[src/rtl/prefix_scan_pkg.sv]
// Shared types for the streaming prefix-scan engine.
package prefix_scan_pkg;

  typedef enum logic {
    SCAN_INCL = 1'b0,
    SCAN_EXCL = 1'b1
  } scan_mode_e;

  typedef enum logic {
    IDLE = 1'b0,
    BUSY = 1'b1
  } fsm_state_e;

endpackage

[src/rtl/prefix_scan_lanes.sv]
// Combinational LANES-wide prefix scan with carry-in; linear ripple chain.
module prefix_scan_lanes
  import prefix_scan_pkg::*;
#(
  parameter int LANES = 4,
  parameter int WIDTH = 32
) (
  input  logic [WIDTH-1:0]       carry_in,
  input  scan_mode_e             mode,
  input  logic [LANES*WIDTH-1:0] in_data,
  output logic [LANES*WIDTH-1:0] lane_out,
  output logic [WIDTH-1:0]       beat_sum
);

  logic [WIDTH-1:0] run;
  logic [WIDTH-1:0] word;

  // Exclusive lanes see the running value before adding their own word.
  always_comb begin
    run      = carry_in;
    word     = '0;
    lane_out = '0;
    beat_sum = '0;
    for (int k = 0; k < LANES; k++) begin
      word     = in_data[k*WIDTH +: WIDTH];
      beat_sum = beat_sum + word;
      if (mode == SCAN_EXCL) begin
        lane_out[k*WIDTH +: WIDTH] = run;
        run = run + word;
      end else begin
        run = run + word;
        lane_out[k*WIDTH +: WIDTH] = run;
      end
    end
  end

endmodule

[src/rtl/prefix_scan_stream.sv]
// Streaming prefix-sum engine: scans LANES words per beat, carrying the
// running total across beats until the packet's last beat.
module prefix_scan_stream
  import prefix_scan_pkg::*;
#(
  parameter int LANES = 4,
  parameter int WIDTH = 32
) (
  input  logic                   clk,
  input  logic                   rst_n,
  input  logic                   clear,
  input  logic                   in_valid,
  output logic                   in_ready,
  input  logic [LANES*WIDTH-1:0] in_data,
  input  logic                   in_last,
  input  logic                   in_mode,
  output logic                   out_valid,
  input  logic                   out_ready,
  output logic [LANES*WIDTH-1:0] out_data,
  output logic                   out_last,
  output logic [WIDTH-1:0]       out_total
);

  fsm_state_e             state;
  fsm_state_e             next_state;
  scan_mode_e             mode_q;
  scan_mode_e             eff_mode;
  logic [WIDTH-1:0]       acc;
  logic [WIDTH-1:0]       beat_sum;
  logic [WIDTH-1:0]       packet_sum;
  logic [LANES*WIDTH-1:0] lane_out;
  logic                   accept;

  // Mode is latched only on a packet's first beat; later beats reuse it.
  assign eff_mode   = (state == IDLE) ? scan_mode_e'(in_mode) : mode_q;
  assign in_ready   = rst_n && !clear && (!out_valid || out_ready);
  assign accept     = in_valid && in_ready;
  assign packet_sum = acc + beat_sum;

  prefix_scan_lanes #(
    .LANES(LANES),
    .WIDTH(WIDTH)
  ) u_lanes (
    .carry_in(acc),
    .mode    (eff_mode),
    .in_data (in_data),
    .lane_out(lane_out),
    .beat_sum(beat_sum)
  );

  always_ff @(posedge clk or negedge rst_n) begin
    if (!rst_n) begin
      state <= IDLE;
    end else begin
      state <= next_state;
    end
  end

  always_comb begin
    next_state = state;
    if (clear) begin
      next_state = IDLE;
    end else if (accept) begin
      next_state = in_last ? IDLE : BUSY;
    end
  end

  always_ff @(posedge clk or negedge rst_n) begin
    if (!rst_n) begin
      mode_q <= SCAN_INCL;
    end else if (accept && (state == IDLE) && !in_last) begin
      mode_q <= scan_mode_e'(in_mode);
    end
  end

  always_ff @(posedge clk or negedge rst_n) begin
    if (!rst_n) begin
      acc <= '0;
    end else if (clear) begin
      acc <= '0;
    end else if (accept) begin
      acc <= in_last ? '0 : packet_sum;
    end
  end

  // Single output stage: a new beat may load while the old one drains.
  always_ff @(posedge clk or negedge rst_n) begin
    if (!rst_n) begin
      out_valid <= 1'b0;
      out_data  <= '0;
      out_last  <= 1'b0;
      out_total <= '0;
    end else if (clear) begin
      out_valid <= 1'b0;
      out_data  <= '0;
      out_last  <= 1'b0;
      out_total <= '0;
    end else if (accept) begin
      out_valid <= 1'b1;
      out_data  <= lane_out;
      out_last  <= in_last;
      out_total <= in_last ? packet_sum : '0;
    end else if (out_ready) begin
      out_valid <= 1'b0;
    end
  end

endmodule
[config.mk]
export PLATFORM = sky130hd
export DESIGN_NAME = prefix_scan_stream
export DESIGN_NICKNAME = d
export VERILOG_FILES = /design/src/rtl/prefix_scan_pkg.sv /design/src/rtl/prefix_scan_lanes.sv /design/src/rtl/prefix_scan_stream.sv
export SDC_FILE = /design/constraint.sdc
export NUM_CORES = 1
export LEC_CHECK = 0
export CAP_MARGIN = 0
export CORE_MARGIN = 8
export CORE_UTILIZATION = 50
export CTS_CLUSTER_DIAMETER = 150
export DETAILED_ROUTE_END_ITERATION = 16
export GPL_TIMING_DRIVEN = 0
export PLACE_DENSITY = 0.75
export SLEW_MARGIN = 20
export SYNTH_ARGS = -nofsm -noshare
export SYNTH_HDL_FRONTEND = slang
export SYNTH_SLANG_ARGS = --single-unit
[constraint.sdc]
create_clock -name clk -period 8 [get_ports clk]
set_input_delay 1.6 -clock clk [delete_from_list [all_inputs] [get_ports clk]]
set_output_delay 1.6 -clock clk [all_outputs]
set_load 0.02 [all_outputs]
==> qor.yml <==
crit_path_top_delay_cell: "or3_1"
grt_pass1_wl_um: 117000
overflow: 0
fmax_ghz: 0.122
ys_types: 75
ant_nets: 0
syn-num-nets: 2389
numCtsBuffers: 17
synth_warnings: 0
avgSynthCellArea_sq_um: 9.12
worstSetupStartpoint: "in_data[0]"
track_usage: 0.372
reg2reg_from: "acc[2]"
slew_violations: 0
fillers: 2938
pre_cts_slack_ns: -2.52
synth_xor_area_frac: 0.0660
cellPowerDensity_mw_per_mm2: 540
hp-class: "reg2reg"
wl_met1_um: 30400
ys_async_sr_fraction: 1.00
worst-slew-pin-transition_ns: 1.33
grt_start_max_net_pins: 78
worstSkewPairLatency_ns: 0.46
status: "complete, but fails checks"
routabilityCongestion: 0.991
synth_fa_ha_area_frac: 0.217
dr.pass1.iters: 5
via_count: 18517
drtIter0Drc: 1614
synthSimpleGateAreaFrac: 0.133
die_h_um: 207
drive_above_1_share: 0.159
core_area_sq_mm: 0.0363
cts.sinks: 196
grt_setup_unrepaired: "true"
path_max_fanout: 6
grt_pass1_vias: 18571
slew_headroom: 0.114
antenna_found_initial: 0
cp.required_ns: 8.34
timing_hold_violations_final: 0
critical_path_class: "in2reg"
dieWidth_um: 207
layout_common_cells: "clkdlybuf4s50_1 (281), dfrtp_1 (196), o21ai_0 (151), a21oi_1 (150), nor2_1 (120)"
wl_per_cell_um: 27.9
ys_ff_latch: 196
critPathMaxStageDelay_ns: 0.40
routed-wl-met2_um: 37400
start_util: 0.502
maxCapViolCount: 0
topRoutingLayerUsed: "met4"
netlist_area_sq_mm: 0.0182
yosys.area.top_type: "dfrtp_1"
setup_viol: 3
io_pins: 298
die-area_sq_mm: 0.0428
cts_hold_buf: 0
critPathCapture: "out_data[127]"
fin_ws_ns: -0.219
drt-total-wl_um: 80500
period_needed_ns: 8.22
p_leak_nw: 10.8
rows: 70
start_kind: "primary input"
ff2ff_setup_slack_ns: 0.51
portBuffers: 297
post-dp-hpwl_um: 63300
r2r_cells: 35
syn_inst: 1996
worst_ep_arrival_time_ns: 8.56
violations: "negative setup slack"
synth_area_leaders: "dfrtp_1 (27%), ha_1 (11%), fa_1 (11%)"
cp_common_cell: "xnor2_2"
fin_hold_ws_ns: 0.484
fin_skew_ns: 0.00860
viasPerCell: 6.41
drc_errors: 0
clk_pin_slew_ns: 0.08
synth_top_area_frac: 0.269
root_buffer: "clkbuf_16"
areaGrowthSynthToFinish_pct: 35.7
synth_edf_count: 0
synth_top_family_by_area: "compound AO/OA/AOI/OAI gates"
synth_compound_area_frac: 0.245
nets: 2801
mostFrequentLayoutCell: "clkdlybuf4s50_1"
end_kind: "flip-flop"
cts_max_level: 4
fin_crit_sh: 1.03
yosysSeqAreaShare: 0.269
timing.rr.end: "out_data[127]"
met3_wirelength_um: 6580
cts_tree: "done"
synth_ff_type: "dfrtp_1"
synth_mux_area_frac: 0.0397
peakVddDrop_uv: 370
clk_path_buf_depth: 2
## cell type report
type / count / area [sq um] / share of cell area
multi-input cells: 1653 / 14300 / 0.578
flip-flops and latches: 196 / 4900 / 0.199
repair buffers: 398 / 3740 / 0.151
well taps: 468 / 586 / 0.0237
clock buffers: 20 / 457 / 0.0185
plain buffers: 79 / 308 / 0.0125
inverters: 63 / 236 / 0.00957
clock inverters: 12 / 190 / 0.00770
diodes: 2 / 5.00 / 0.000203
## worst min-delay path by stage
stage | from | end | slack (ns) | cells after the start
after floorplan | acc[31] | acc[31] | 0.49 | 2
after global placement | out_data[46] | out_data[46] | 0.47 | 2
after detailed placement | out_data[46] | out_data[46] | 0.47 | 2
after CTS | out_data[46] | out_data[46] | 0.49 | 2
after global routing | out_data[46] | out_data[46] | 0.51 | 2
final | out_last | out_last | 0.48 | 2
## repair_timing
action	CTS	global route
resized for setup	243	82
buffers inserted	69	30
pin swaps	101	91
endpoints found under the setup margin	25	15
## critical path, delay by kind of cell
kind	cells	cell delay (ns)
compound gates	17	3.32
fa+ha+maj	5	1.17
simple gates	7	0.97
xor+xnor	5	0.84
buf+inv	3	0.34
mux	1	0.31
## cells by family (layout without fill, tap and decap cells)
logic type,count (synthesis),after routing
AND/OR/NAND/NOR,497,497
AO/OA/AOI/OAI,691,691
flip-flops,196,196
other,0,2
buffers and inverters,147,572
multiplexers,72,72
XOR/XNOR,135,135
adder cells (fa/ha/maj),258,258
## cells in the mapped netlist, types with 3 or more instances
cell,instances
a2111oi_0,6
a211o_1,8
a211oi_1,12
a21boi_0,11
a21o_1,68
a21oi_1,185
a221o_1,7
a22o_1,57
a22oi_1,5
a31o_2,6
a31oi_1,19
and2_1,13
and3_1,18
and4_1,3
buf_1,15
clkbuf_1,69
dfrtp_1,196
fa_1,96
ha_1,162
inv_1,61
mux2i_1,70
nand2_1,97
nand2b_1,19
nand3_1,120
nand3b_1,4
nand4_1,13
nor2_1,127
nor2b_1,19
nor3_1,28
nor3b_1,7
o2111a_1,4
o2111ai_1,3
o211ai_1,24
o21a_1,35
o21ai_0,176
o21ai_1,10
o21bai_1,22
o31ai_1,3
or2_2,5
or3_1,15
xnor2_1,95
xor2_1,39
## through the flow
stage / instances / utilization / cell area (sq um) / TNS (ns) / power [mW]
floorplan: 1996 / - / 18200 / 0 / 7.35
global placement: 2761 / 0.601 / 21800 / -1326.04 / 9.81
detailed placement: 2763 / 0.603 / 21800 / -35.12 / 9.87
CTS: 2859 / 0.667 / 24200 / -0.00116 / 12.5
global route: 2889 / 0.681 / 24700 / -1.61 / 14.1
finish: 2891 / 0.681 / 24700 / -0.539 / 13.3
## power breakdown
group / leakage, nW / switching (mW) / total, mW / internal (mW)
logic: 7.85 / 6.10 / 10.9 / 4.84
clock network: 0.316 / 0.452 / 1.00 / 0.550
registers: 2.67 / 0.197 / 1.38 / 1.19
## routing by layer
layer  global-route usage  vias to the layer above
met3               0.0680                      252
li1                     -                     8148
met2                0.603                      969
met4                0.246                        0
met1                0.450                     9148
met5                    0                        -
## flip-flops by register name, indices dropped and copies added, names as in the netlist
signal and cells:
out_last 1, acc 32, mode_q 1, out_data 128
state 1, out_valid 1, out_total 32
Note: power is estimated with default switching activity, not from simulation.
